--- config.mk ---
export PLATFORM = sky130hd
export DESIGN_NAME = unibus_arbiter
export DESIGN_NICKNAME = d
export VERILOG_FILES = /design/src/rtl/unibus_pkg.sv /design/src/rtl/unibus_rr_arbiter.sv /design/src/rtl/unibus_arbiter.sv
export SDC_FILE = /design/constraint.sdc
export NUM_CORES = 1
export LEC_CHECK = 0
export ABC_AREA = 1
export BUFFER_PORTS_ARGS = -buffer_cell sky130_fd_sc_hd__buf_4
export CORE_AREA = 2 2 52 54
export DETAILED_ROUTE_END_ITERATION = 8
export DIE_AREA = 0 0 54 56
export HOLD_SLACK_MARGIN = 0.12
export PLACE_DENSITY = 0.72
export SYNTH_ARGS = -nofsm -noshare
export SYNTH_HDL_FRONTEND = slang
export SYNTH_HIERARCHICAL = 1
export SYNTH_SLANG_ARGS = --single-unit
--- constraint.sdc ---
create_clock -name clk -period 2.07 [get_ports clk]
set_input_delay 0.1035 -clock clk [delete_from_list [all_inputs] [get_ports clk]]
set_output_delay 0.1035 -clock clk [all_outputs]
set_load 0.005 [all_outputs]
--- src/rtl/unibus_pkg.sv ---
// ============================================================================
// Module      : unibus_pkg
// Description : Shared types and helpers for the unidirectional bus family.
// Revision    : 1.0 - initial release
// ============================================================================
`default_nettype none

package unibus_pkg;

    typedef enum logic [0:0] {
        ST_EMPTY = 1'b0,
        ST_FULL  = 1'b1
    } state_e;

    // Next source index with wrap-around.
    function automatic int next_idx(input int idx, input int n);
        return (idx + 1 >= n) ? 0 : idx + 1;
    endfunction

endpackage

`default_nettype wire

--- src/rtl/unibus_rr_arbiter.sv ---
// ============================================================================
// Module      : rr_arbiter
// Description : Round-robin arbiter; searches from ptr+1 upward with wrap.
// Revision    : 1.0 - initial release
// ============================================================================
`default_nettype none

module rr_arbiter
    import unibus_pkg::*;
#(
    parameter int NSRC  = 4,
    parameter int SRC_W = $clog2(NSRC)
) (
    input  logic [NSRC-1:0]  req,
    input  logic [SRC_W-1:0] ptr,
    input  logic             en,
    output logic [NSRC-1:0]  grant,
    output logic [SRC_W-1:0] idx
);

    logic             w_found;
    logic [SRC_W-1:0] w_cand;

    always_comb begin
        w_found = 1'b0;
        idx     = '0;
        w_cand  = ptr;
        for (int k = 0; k < NSRC; k++) begin
            w_cand = SRC_W'(next_idx(int'(w_cand), NSRC));
            if (!w_found && req[w_cand]) begin
                w_found = 1'b1;
                idx     = w_cand;
            end
        end
    end

    always_comb begin
        grant = '0;
        for (int i = 0; i < NSRC; i++) begin
            grant[i] = en && w_found && (int'(idx) == i);
        end
    end

endmodule

`default_nettype wire

--- src/rtl/unibus_arbiter.sv ---
// ============================================================================
// Module      : unibus_arbiter
// Description : N-source round-robin arbitrated bus with one holding register.
//               Optional even parity output enabled by UNIBUS_PARITY_EN.
// Revision    : 1.0 - initial release
// ============================================================================
`default_nettype none

module unibus_arbiter
    import unibus_pkg::*;
#(
    parameter int WIDTH = 4,
    parameter int NSRC  = 4,
    localparam int SRC_W = $clog2(NSRC)
) (
    input  logic                    clk,
    input  logic                    rst_n,
    input  logic [NSRC-1:0]         src_valid,
    input  logic [NSRC*WIDTH-1:0]   src_data,
    output logic [NSRC-1:0]         src_ready,
    input  logic                    bus_enable,
    output logic                    bus_valid,
    output logic [WIDTH-1:0]        bus_data,
    output logic [SRC_W-1:0]        bus_src,
    input  logic                    bus_ready
`ifdef UNIBUS_PARITY_EN
    ,
    output logic                    bus_par
`endif
);

    state_e           r_state;
    logic [WIDTH-1:0] r_data;
    logic [SRC_W-1:0] r_src;
    logic [SRC_W-1:0] r_ptr;

    logic             w_pop;
    logic             w_load;
    logic [SRC_W-1:0] w_idx;
    logic [WIDTH-1:0] w_word;

    assign bus_valid = (r_state == ST_FULL);
    assign bus_data  = r_data;
    assign bus_src   = r_src;

    assign w_pop  = bus_valid & bus_ready;
    // rst_n gates the grant so no source sees src_ready while reset is held.
    assign w_load = rst_n & bus_enable & (|src_valid) & (~bus_valid | bus_ready);

    rr_arbiter #(
        .NSRC  (NSRC),
        .SRC_W (SRC_W)
    ) u_arb (
        .req   (src_valid),
        .ptr   (r_ptr),
        .en    (w_load),
        .grant (src_ready),
        .idx   (w_idx)
    );

    assign w_word = src_data[int'(w_idx)*WIDTH +: WIDTH];

    always_ff @(posedge clk or negedge rst_n) begin
        if (!rst_n) begin
            r_state <= ST_EMPTY;
            r_data  <= '0;
            r_src   <= '0;
            r_ptr   <= SRC_W'(NSRC - 1);
        end else if (w_load) begin
            r_state <= ST_FULL;
            r_data  <= w_word;
            r_src   <= w_idx;
            r_ptr   <= w_idx;
        end else if (w_pop) begin
            r_state <= ST_EMPTY;
            r_data  <= '0;
            r_src   <= '0;
        end
    end

`ifdef UNIBUS_PARITY_EN
    logic r_par;

    always_ff @(posedge clk or negedge rst_n) begin
        if (!rst_n) begin
            r_par <= 1'b0;
        end else if (w_load) begin
            r_par <= ^w_word;
        end else if (w_pop) begin
            r_par <= 1'b0;
        end
    end

    assign bus_par = r_par;
`endif

endmodule

`default_nettype wire

After elaboration in Yosys (flattened, before gate mapping)
Index checks and enable logic that the tools add are counted.
- word-level logic and storage cells: 66
- register bits after elaboration: 9
- output and inout port bits: 11
- shift operators: 1
- $lt $le $gt $ge: 8
- equality and inequality tests: 3
- reduce and logical (&&, ||, !) cells: 14
- mux-type cells: 26
- bitwise operators: 6
- $add $sub $neg: 4
- operators by type and width (cell ; number):
    $mux W2 ; 10
    $shiftx A16 B5 Y4 ; 1
    $add A2 B1 Y3 const B ; 4
    $ge A3 B3 Y1 const B ; 4
    $lt A2 B3 Y1 const B ; 4
    $mux W1 ; 10
    $bmux W1 S2 ; 4
    $logic_and A1 B1 Y1 ; 8
    $mux W4 ; 2
    $and A1 B1 Y1 ; 4
    $eq A2 B2 Y1 const B ; 2
    $reduce_or A4 Y1 ; 1
    $logic_not A1 Y1 ; 3
    $eq A2 B1 Y1 const B ; 1
    $logic_not A2 Y1 ; 1
    $reduce_bool A2 Y1 ; 1
    $not A1 Y1 ; 1
    $or A1 B1 Y1 ; 1

Depth between registers and ports, before layout
Gate-level depths: netlist of run 1.
- word-level depth: 18
- depth in mapped cells: 19
- mapped depth without buffers: 17

Modules after synthesis
The synthesis of run 1 kept the hierarchy.
- modules (own cells, without submodules) (module ; seq. area each (µm²) ; cells an instance ; area an instance (µm²) ; instances):
    unibus_arbiter ; 227.7 ; 91 ; 620.6 ; 1
    rr_arbiter ; 0.0 ; 83 ; 427.9 ; 1

Worst setup path before layout of run 1
Ideal clock, no wire load.
- path type: register -> register
- start: register r_ptr[0]
- end: register r_data[0] (netlist: bus_data[0])
- path buffers: 1
- arrival time: 1969 ps
- required time: 1952 ps
- stages on the path, launching flop included: 17
- period minus slack after synthesis: 2086 ps
- path slack: -16 ps
- cells stage by stage: dfstp_2 > ha_1 > inv_2 > nand2_2 > nand2_2 > nand2_1 > nand2_2 > nand3_1 > nand2_1 > nand2_1 > nand2_2 > buf_6 > nand2_1 > nand3_1 > nand2_1 > nand2_1 > nand2_1
- word-level cells in the longest chain between the ends: 18
- ends and longest elaborated chain (element ; line ; RTL):
    start, declared ; unibus_arbiter.sv:35 ; logic [SRC_W-1:0] r_ptr;
    start signal, assigned ; unibus_arbiter.sv:68 ; r_ptr <= SRC_W'(NSRC - 1);
    start signal, assigned ; unibus_arbiter.sv:73 ; r_ptr <= w_idx;
    $add A2 B1 Y3 (*) ; unibus_pkg.sv:17 ; return (idx + 1 >= n) ? 0 : idx + 1;
    $ge A3 B3 Y1 ; unibus_pkg.sv:17 ;
    $mux W2 (*) ; unibus_pkg.sv:17 ;
    $add A2 B1 Y3 ; unibus_pkg.sv:17 ;
    $ge A3 B3 Y1 ; unibus_pkg.sv:17 ;
    $mux W2 ; unibus_pkg.sv:17 ;
    $add A2 B1 Y3 or $bmux W1 S2 (tied branches) ; unibus_pkg.sv:17, unibus_rr_arbiter.sv:30 ;
    $ge A3 B3 Y1 or $mux W1 (tied branches) ; unibus_pkg.sv:17, unibus_rr_arbiter.sv:30 ;
    (+3 left out) ; - ;
    $mux W2 or $logic_and A1 B1 Y1 (tied branches) ; unibus_pkg.sv:17, unibus_rr_arbiter.sv:30 ;
    $bmux W1 S2 or $mux W1 (tied branches) ; unibus_rr_arbiter.sv:30 ; if (!w_found && req[w_cand]) begin
    $mux W1 (not written as such) or $logic_not A1 Y1 (tied branches) ; unibus_rr_arbiter.sv:30 ;
    $logic_and A1 B1 Y1 ; unibus_rr_arbiter.sv:30 ;
    $mux W2 (*) ; unibus_rr_arbiter.sv:30 ;
    via w_idx[0] ; unibus_arbiter.sv:39 ; logic [SRC_W-1:0] w_idx;
    $shiftx A16 B5 Y4 (*) ; unibus_arbiter.sv:61 ; assign w_word = src_data[int'(w_idx)*WIDTH +: WIDTH];
    $mux W4 (*) ; unibus_arbiter.sv:69 ; end else if (w_load) begin
    end signal, assigned ; unibus_arbiter.sv:71 ; r_data <= w_word;
    end, declared ; unibus_arbiter.sv:33 ; logic [WIDTH-1:0] r_data;
Mark *: on every way through the listed nets, which the timed path passes. The rest lies on a longest branch. The select of a mux whose other input is x is not followed.
A chain may end at the register's enable or synchronous reset.

Worst setup path in the final report of run 1
- start: register r_ptr[0]
- end: output src_ready[2]
- word-level cells in the longest chain between the ends: 18
- ends and longest elaborated chain (element ; line ; RTL):
    $add A2 B1 Y3 (*) ; unibus_pkg.sv:17 ;
    $ge A3 B3 Y1 ; unibus_pkg.sv:17 ;
    $mux W2 (*) ; unibus_pkg.sv:17 ;
    $add A2 B1 Y3 ; unibus_pkg.sv:17 ;
    $ge A3 B3 Y1 ; unibus_pkg.sv:17 ;
    $mux W2 ; unibus_pkg.sv:17 ;
    $add A2 B1 Y3 or $bmux W1 S2 (tied branches) ; unibus_pkg.sv:17, unibus_rr_arbiter.sv:30 ;
    $ge A3 B3 Y1 or $mux W1 (tied branches) ; unibus_pkg.sv:17, unibus_rr_arbiter.sv:30 ;
    (+3 left out) ; - ;
    $mux W2 or $logic_and A1 B1 Y1 (tied branches) ; unibus_pkg.sv:17, unibus_rr_arbiter.sv:30 ;
    $bmux W1 S2 or $mux W1 (tied branches) ; unibus_rr_arbiter.sv:30 ;
    $mux W1 (not written as such) or $logic_not A1 Y1 (tied branches) ; unibus_rr_arbiter.sv:30 ;
    $logic_and A1 B1 Y1 ; unibus_rr_arbiter.sv:30 ;
    $mux W2 (*) ; unibus_rr_arbiter.sv:30 ;
    via w_idx[1] ; unibus_arbiter.sv:39 ;
    $eq A2 B2 Y1 (*) ; unibus_rr_arbiter.sv:40 ; grant[i] = en && w_found && (int'(idx) == i);
    $logic_and A1 B1 Y1 (*) ; unibus_rr_arbiter.sv:40 ;
    end, declared ; unibus_arbiter.sv:20 ; output logic [NSRC-1:0] src_ready,
Marks and branches as above.

==> results.cfg, run 1 <==
[layout]
diodes = 0
area_growth_pct = 54.5
layout.nets = 254
drive_gt1_share_pct = 52.2

[global_routing]
antenna_found_initial = 0
first_global_vias = 1076
grt_pass1_wl_um = 4440
grt_overflow_total = 0
grt_max_degree = 11
track_usage_pct = 19.1

[critical_path]
worstPathMaxFanout = 5
startpoint = r_ptr[0]$_DFFE_PN1P_
critPathKind = reg -> out
worstPathRequired_ns = 1.97
arrival_ns = 2.07
r2r_setup_slack_ns = -0.03
cp-end-kind = output port
worstReg2RegStart = r_ptr[0]$_DFFE_PN1P_
critPathLaunchType = flip-flop

[synthesis]
syn_inst = 174
yosysUniqueCellTypes = 24
syn_avg_cell_area_um2 = 6.03
netlist_top_cells_count = nand2_1, nand3_1, inv_1
synth-seq-cells = 9
yosysTopAreaCell = nand2_1
ys_warn_count = 6
ys_seq_area_share_pct = 21.7
synth-edff-count = 0
synth_top_area_share_pct = 24.0
ys_async_sr_fraction_pct = 100
netlist_area_mm2 = 0.00105
ys.flop_type = dfrtp_1
synth_area_leaders = nand2_1, dfrtp_1, nand3_1, nand2_2, inv_1
yosysMostFrequentCell = nand2_1
syn_nets = 199

[timing]
fmax_mhz = 460
relSlewSlack_pct = 84.8
setup_viol = 7
hold_ws_ns = 0.145
worst_pin_slew_ns = 0.228
rsz0062_at_grt = yes
post-route-min-period_ns = 2.18
finalHoldViolations = 0
drv_slew = 0
finClkSkew_ns = 0.00866
fin_crit_sh_pct = 105
fin_ws_ns = -0.105

[cts]
path_clk_slew_ns = 0.07
numCtsBuffers = 3
cts_buffer_depth = 2
cts_root_buf = clkbuf_4
cts_tree = yes
htreeDepth = 1
cts_num_sinks = 9
clock_latency_ns = 0.26

[floorplanning]
coreArea_mm2 = 0.00243
die_area_mm2 = 0.00302
initial_core_util_pct = 43.1
num_rows = 18
die_x_um = 54
die_y_um = 56
boundaryPins = 35

[routing]
first_pass_iters = 4
wl_um = 2800
drc = 0
ant_nets = 0
post_drt_wl_per_cell_um = 10.9
vias = 1218
vias_per_cell = 4.72
drtIter0Drc = 19

[pwr]
p_int_w = 0.00156
p_sw_w = 0.00170
p_seq_share_pct = 9.2
p_comb_share_pct = 86.7
power.density_mw_per_mm2 = 2010
switching_share_pct = 52.2
power_frac_clock_pct = 4.1
p_leak_nw = 0.939
ir_worst_vdd_mv = 1.50

[hold_path]
hp-start = bus_ready
hp-class = in -> reg

[place]
dp_hpwl_um = 2050
gp_congestion = 0.812
pre_cts_slack_ns = -0.0275
io_buffers = 34

[run_status]
run_status = finished, violations left
violations = negative setup slack

[job]
maxCapViolCount = 0
[worst max-delay path: stages (launching register included)]
cell and delay (ns):
dfstp_2 0.57, ha_4 0.19, nor2_2 0.08, nand2_2 0.08, nand2_4 0.07, buf_4 0.14
o21ai_4 0.13, nand4_1 0.16, nand2_2 0.11, nand2_2 0.06, nor2_2 0.11, buf_4 0.11
[power by group through the flow]
stage	clock network, W	logic, W	registers, W
2_1_floorplan	0	0.00158	0.000312
5_1_grt	0.000150	0.00311	0.000306
6_report	0.000133	0.00282	0.000300
4_1_cts	0.000138	0.00239	0.000299
3_3_place_gp	0	0.00207	0.000297
3_5_place_dp	0	0.00209	0.000302
[per-stage QoR]
step,std cells,setup TNS [ns],power [W],util [%],area [um2]
after floorplan,174,0,0.00189,-,1060
after global placement,243,-0.00605,0.00237,56.7,1380
after detailed placement,243,-0.0691,0.00239,56.7,1380
after CTS,255,-0.239,0.00282,61.2,1490
after global routing,258,-1.57,0.00357,66.6,1620
final,258,-0.463,0.00326,66.6,1620
[metal layers]
metal / wire length (um) / share of wire [%] / up-vias / track usage, %
met4: 24 / 0.86 / 0 / 5.36
li1: - / - / 640 / -
met1: 1220 / 44 / 545 / 26.0
met2: 1450 / 52 / 31 / 30.8
met3: 103 / 3.7 / 2 / 2.69
met5: 0 / 0 / - / 0
[layout by cell type (no fill, tap or decap), types with 3 or more instances in the layout]
cell      instances
nand2_1          55
buf_4            47
nand2_2          22
inv_1            19
nand3_1          18
inv_2             9
nand2_4           8
nand3_2           7
dfrtp_1           7
nor2_2            6
nor2_1            4
inv_4             3
clkbuf_4          3
[registers in the layout (all words and copies together), names as in the netlist]
name       count
bus_src        2
bus_data       4
bus_valid      1
r_ptr          2
[cells by family (layout without fill, tap and decap cells)]
kind of cell	Yosys count	after routing	synth area share, %
adders and majority gates	1	1	1.19
buffers and inverters	34	86	14.7
DFF	9	9	21.7
and+or+nand+nor	126	128	59.9
AOI/OAI and AO/OA	4	4	2.51
[area by class of cell]
type,instances,area [um2]
sequential,9,228
clock buffer,3,22.5
multi-input combinational,133,810
tap,30,37.5
timing repair buffer,50,385
inverter,32,133
fill,236,812
clock inverter,1,5.00
[what timing repair did]
action                                 4_1_cts  5_1_grt
resized for setup                            5       30
endpoints found under the hold margin        9        0
setup endpoints to repair                    8        9
gates cloned                                 1        1
hold buffers                                 1        0
setup buffers                                6        2
pin swaps                                    7       18
[final timing paths]
| check | to | cells after the start |
|---|---|---|
| max in group asynchronous | r_ptr[0]$_DFFE_PN1P_ | 2 |
| min reg2reg | r_ptr[1]$_DFFE_PN1P_ | 2 |
| min in group asynchronous | bus_data[0]$_DFFE_PN0P_ | 2 |
| max reg2reg | bus_data[1]$_DFFE_PN0P_ | 14 |
| min | bus_valid$_DFFE_PN0P_ | 4 |
| max | src_ready[2] | 11 |
No activity file was read; power rests on OpenSTA's default activity.
==> inputs of run 2 (changes only) <==
CORE_AREA = 2 2 59 47   (was 2 2 52 54)
DIE_AREA = 0 0 61 49   (was 0 0 54 56)
PLACE_DENSITY = 0.74   (was 0.72)
==> results.cfg, run 2 (synthesis results as in run 1) <==
[place]
post_dp_cell_area_mm2 = 0.00137
pre_cts_slack_ns = -0.0364
gp_congestion = 0.873
dp_hpwl_um = 1860
io_buffers = 34
dp_cells = 246

[timing]
setup_viol = 8
fmax_mhz = 445
relSlewSlack_pct = 83.2
worst_pin_slew_ns = 0.251
finClkSkew_ns = 0.00135
finalSetupTns_ns = -0.898
fin_crit_sh_pct = 109
rsz0062_at_grt = yes
drv_slew = 0
finalHoldViolations = 0
post-route-min-period_ns = 2.25
fin_ws_ns = -0.177

[floorplanning]
die_y_um = 49
die_x_um = 61
die_area_mm2 = 0.00299
initial_core_util_pct = 42.6
coreArea_mm2 = 0.00246
boundaryPins = 35
num_rows = 16

[cts]
cts_root_buf = clkbuf_4
cts_tree = yes
numCtsBuffers = 3
path_clk_slew_ns = 0.06
htreeDepth = 1
clock_latency_ns = 0.26
cts_buffer_depth = 2
cts_num_sinks = 9

[critical_path]
arrival_ns = 2.14
r2r_setup_slack_ns = -0.10
reg2reg_to = bus_data[1]$_DFFE_PN0P_
cp-end-kind = output port
worstReg2RegStart = r_ptr[1]$_DFFE_PN1P_
critPathLaunchType = flip-flop
critPathKind = reg -> out
worstPathRequired_ns = 1.97
r2r.worst_path.cells = 13
worstPathMaxFanout = 5

[global_routing]
first_global_vias = 970
grt_pass1_wl_um = 4040
grt_max_degree = 11
antenna_found_initial = 0
grt_overflow_total = 0
track_usage_pct = 17.6

[layout]
drive_gt1_share_pct = 50.7
largest_reg_flops = 4
final_common_cell = nand2_1
fillers = 228
stdcell_count = 257
diodes = 0
final_cell_mix = nand2_1, buf_4, nand2_2
fin_area_mm2 = 0.00159
layout.nets = 247
area_growth_pct = 51.3
postLayoutCoreUtil_pct = 64.4

[routing]
wl_um = 2850
drc = 0
ant_nets = 0
post_drt_wl_per_cell_um = 11.1
first_pass_iters = 4
vias = 1213
vias_per_cell = 4.72
drtIter0Drc = 53

[pwr]
ir_worst_vdd_mv = 1.17
power.density_mw_per_mm2 = 1950
p_leak_nw = 0.902

[job]
maxCapViolCount = 0

[run_status]
violations = negative setup slack
run_status = finished, violations left

[hold_path]
worst_hold_path.endpoint = bus_valid$_DFFE_PN0P_
hp-start = bus_ready
hp-class = in -> reg
hold_depth = 4
[run 2: cell types whose count changed in the layout (fill, tap and decap cells not counted), sizes merged]
cell    before  now
clkinv       1    0
clkbuf       3    4
buf         49   42
[run 2: repair_timing]
item,4_1_cts,5_1_grt
cloned,1,1
resized for setup,7,32
pin swaps,4,16
setup endpoints to repair,8,10
endpoints found under the hold margin,9,0
hold buffers,1,0
setup buffers,3,1
[run 2: per-stage QoR]
step                      total power (W)  hold WS [ns]
after floorplan                   0.00189        -0.192
after global placement            0.00228       -0.0653
after detailed placement          0.00229       -0.0636
after CTS                         0.00267         0.140
after global routing              0.00334         0.151
final                             0.00309         0.144
[run 2: worst max-delay path, stage by stage (launching register included)]
cell	delay [ns]
dfstp_2	0.55
ha_4	0.20
nor2_4	0.07
nand2_1	0.07
nand2_1	0.12
o21ai_2	0.22
nand4_1	0.24
nand2_4	0.13
nand2_2	0.06
nor2_1	0.10
buf_4	0.11
[run 2: worst max-delay path by stage]
stage                              start                 endpoint  slack, ns  cells after the start
floorplan           r_ptr[0]$_DFFE_PN1P_  bus_data[0]$_DFFE_PN0P_       0.06                     18
global placement    r_ptr[0]$_DFFE_PN1P_  bus_data[2]$_DFFE_PN0P_      -0.02                     15
detailed placement  r_ptr[0]$_DFFE_PN1P_  bus_data[1]$_DFFE_PN0P_      -0.04                     16
CTS                 r_ptr[0]$_DFFE_PN1P_             src_ready[2]      -0.07                     11
global route        r_ptr[1]$_DFFE_PN1P_             src_ready[2]      -0.25                     12
finish              r_ptr[1]$_DFFE_PN1P_             src_ready[2]      -0.18                     10
[run 2: report_power, final]
| part | leakage [nW] | switching, W | internal [W] |
|---|---|---|---|
| Combinational | 0.776 | 0.00159 | 0.00107 |
| Sequential | 0.111 | 0.0000424 | 0.000254 |
| Clock | 0.0150 | 0.0000600 | 0.0000742 |
[run 2: area by class of cell]
type / count / area (um2) / share of cell area [%]
Clock buffer: 4 / 26.3 / 1.66
Timing Repair Buffer: 43 / 329 / 20.7
Tap cell: 36 / 45.0 / 2.84
Sequential cell: 9 / 228 / 14.4
Inverter: 32 / 135 / 8.52
Multi-Input combinational cell: 133 / 823 / 51.9
[run 2: routing by layer]
| metal | share of wire [%] | global-route usage [%] | up-vias |
|---|---|---|---|
| li1 | - | - | 632 |
| met1 | 49 | 25.7 | 542 |
| met2 | 45 | 25.8 | 35 |
| met3 | 5.1 | 3.98 | 4 |
| met4 | 0.81 | 4.35 | 0 |
| met5 | 0 | 0 | - |
==> inputs of run 3 (changes only) <==
CORE_AREA = 2 2 56 45   (was 2 2 59 47)
DIE_AREA = 0 0 58 47   (was 0 0 61 49)
PLACE_DENSITY = 0.77   (was 0.74)
clock period = 2.2 ns   (was 2.07 ns; I/O delays follow)
==> results.cfg, run 3 (synthesis results as in run 1) <==
[run_status]
run_status = complete, no violations

[timing]
finalHoldViolations = 0
rsz0062_at_grt = yes
setup_viol = 0
fin_crit_sh_pct = 98.7
fmax_mhz = 460
worst_pin_slew_ns = 0.222
post-route-min-period_ns = 2.17
finClkSkew_ns = 0.00139
relSlewSlack_pct = 85.2
drv_slew = 0

[cts]
path_clk_slew_ns = 0.06
clock_latency_ns = 0.26
cts_buffer_depth = 2
cts_root_buf = clkbuf_4
cts_tree = yes
htreeDepth = 1
cts_num_sinks = 9
numCtsBuffers = 3

[critical_path]
crit_family = simple AND/OR/NAND/NOR gates
cp-end-kind = output port
critPathKind = reg -> out
critPathBufInv = 3
critPathLaunchType = flip-flop
worstPathMaxFanout = 7
cp_slowest_cell = dfstp_2
worstPathRequired_ns = 2.09
arrival_ns = 2.06
max_stage_delay_ns = 0.56
timing.critical_path.cells = ha_4 -> inv_6 -> nand2_8 -> nand2_4 -> nand2_4 -> nand2_1 -> nand2_2 -> nand3_2 -> nand2_2 -> nand2_2 -> nand2_4 -> inv_4 -> nor2_2 -> buf_4

[pwr]
finalPower_w = 0.00298
switching_share_pct = 53.1
p_sw_w = 0.00158
p_int_w = 0.00140
power.density_mw_per_mm2 = 1870
p_comb_share_pct = 86.4
ir_worst_vdd_mv = 1.32
power_frac_clock_pct = 4.1
p_seq_share_pct = 9.5
p_leak_nw = 0.919

[routing]
vias = 1218
vias_per_cell = 4.89
drtIter0Drc = 56
drc = 0
wl_um = 2750
first_pass_iters = 4
ant_nets = 0
post_drt_wl_per_cell_um = 11.0

[job]
maxCapViolCount = 0

[layout]
stdcell_count = 249
fin_area_mm2 = 0.00160
postLayoutCoreUtil_pct = 73.3
diodes = 0
drive_gt1_share_pct = 51.8
final_cell_mix = nand2_1, buf_4, nand2_2
largest_reg_flops = 4
layout.nets = 250
final_common_cell = nand2_1
area_growth_pct = 52.3

[global_routing]
grt_overflow_total = 0
grt_pass1_wl_um = 4160
antenna_found_initial = 0
first_global_vias = 1025
grt_max_degree = 13
track_usage_pct = 19.7

[floorplanning]
die_area_mm2 = 0.00273
initial_core_util_pct = 48.2
die_y_um = 47
die_x_um = 58
boundaryPins = 35
coreArea_mm2 = 0.00218
num_rows = 15

[place]
dp_hpwl_um = 2010
post_dp_cell_area_mm2 = 0.00132
io_buffers = 34
dp_cells = 233
gp_congestion = 0.869

[hold_path]
hp-class = in -> reg
-- run 3: cell count changes in the layout (fill, tap and decap cells not counted), moves of 2 or more --
cell,previous run,this run
nand3_2,5,8
nand2_1,51,54
inv_2,9,7
nand2_2,24,22
nand3_1,19,17
buf_4,41,43
nor2_1,5,2
nor2_2,4,8
-- run 3: cell type report --
cell class                      instances  area, um2
Timing Repair Buffer                   46        355
Inverter                               32        140
Clock buffer                            4       26.3
Fill cell                             179        581
Multi-Input combinational cell        133        816
Sequential cell                         9        228
Tap cell                               25       31.3
-- run 3: final timing paths --
path / start / to / slack (ns) / depth (start not counted)
min in group asynchronous: rst_n / bus_data[1]$_DFFE_PN0P_ / 0.22 / 2
worst min-delay path: bus_ready / bus_valid$_DFFE_PN0P_ / 0.15 / 4
max in group asynchronous: rst_n / r_ptr[0]$_DFFE_PN1P_ / 1.76 / 2
worst max-delay path: r_ptr[1]$_DFFE_PN1P_ / src_ready[3] / 0.03 / 14
worst min register to register: r_ptr[1]$_DFFE_PN1P_ / r_ptr[1]$_DFFE_PN1P_ / 0.50 / 2
worst max register to register: r_ptr[1]$_DFFE_PN1P_ / bus_data[2]$_DFFE_PN0P_ / 0.05 / 18
-- run 3: repair_timing --
action | CTS | global route
setup endpoints to repair | 8 | 10
resized for setup | 5 | 37
cloned | 0 | 2
endpoints found under the hold margin | 9 | 0
pin swaps | 2 | 19
buffers inserted | 3 | 6
hold buffers | 1 | 0
-- run 3: power by group through the flow --
| stage | Sequential [W] | Combinational (W) | Clock (W) |
|---|---|---|---|
| 2_1_floorplan | 0.000285 | 0.00146 | 0 |
| 3_3_place_gp | 0.000271 | 0.00176 | 0 |
| 3_5_place_dp | 0.000275 | 0.00180 | 0 |
| 4_1_cts | 0.000281 | 0.00200 | 0.000127 |
| 5_1_grt | 0.000290 | 0.00282 | 0.000138 |
| 6_report | 0.000283 | 0.00257 | 0.000124 |
-- run 3: routing by layer --
metal	track usage, %	share of wire [%]	wire length (um)	vias to the layer above
met5	0	0	0	-
met4	4.65	0.44	12	0
met3	2.48	5.2	143	2
met2	30.9	47	1280	33
met1	29.0	48	1310	553
li1	-	-	-	630
-- run 3: through the flow --
| step | TNS (ns) | hold slack (ns) | setup slack, ns |
|---|---|---|---|
| after floorplan | 0 | -0.186 | 0.114 |
| after global placement | 0 | -0.0600 | 0.0135 |
| after detailed placement | -0.0857 | -0.0586 | -0.0351 |
| after CTS | 0 | 0.152 | 0.00639 |
| after global routing | -0.630 | 0.151 | -0.0960 |
| final | 0 | 0.155 | 0.0283 |
-- run 3: tightest hold or removal path, delay by kind of cell --
kind | cells | cell delay, ns
buffers and inverters | 2 | 0.13
AND/OR/NAND/NOR | 2 | 0.13
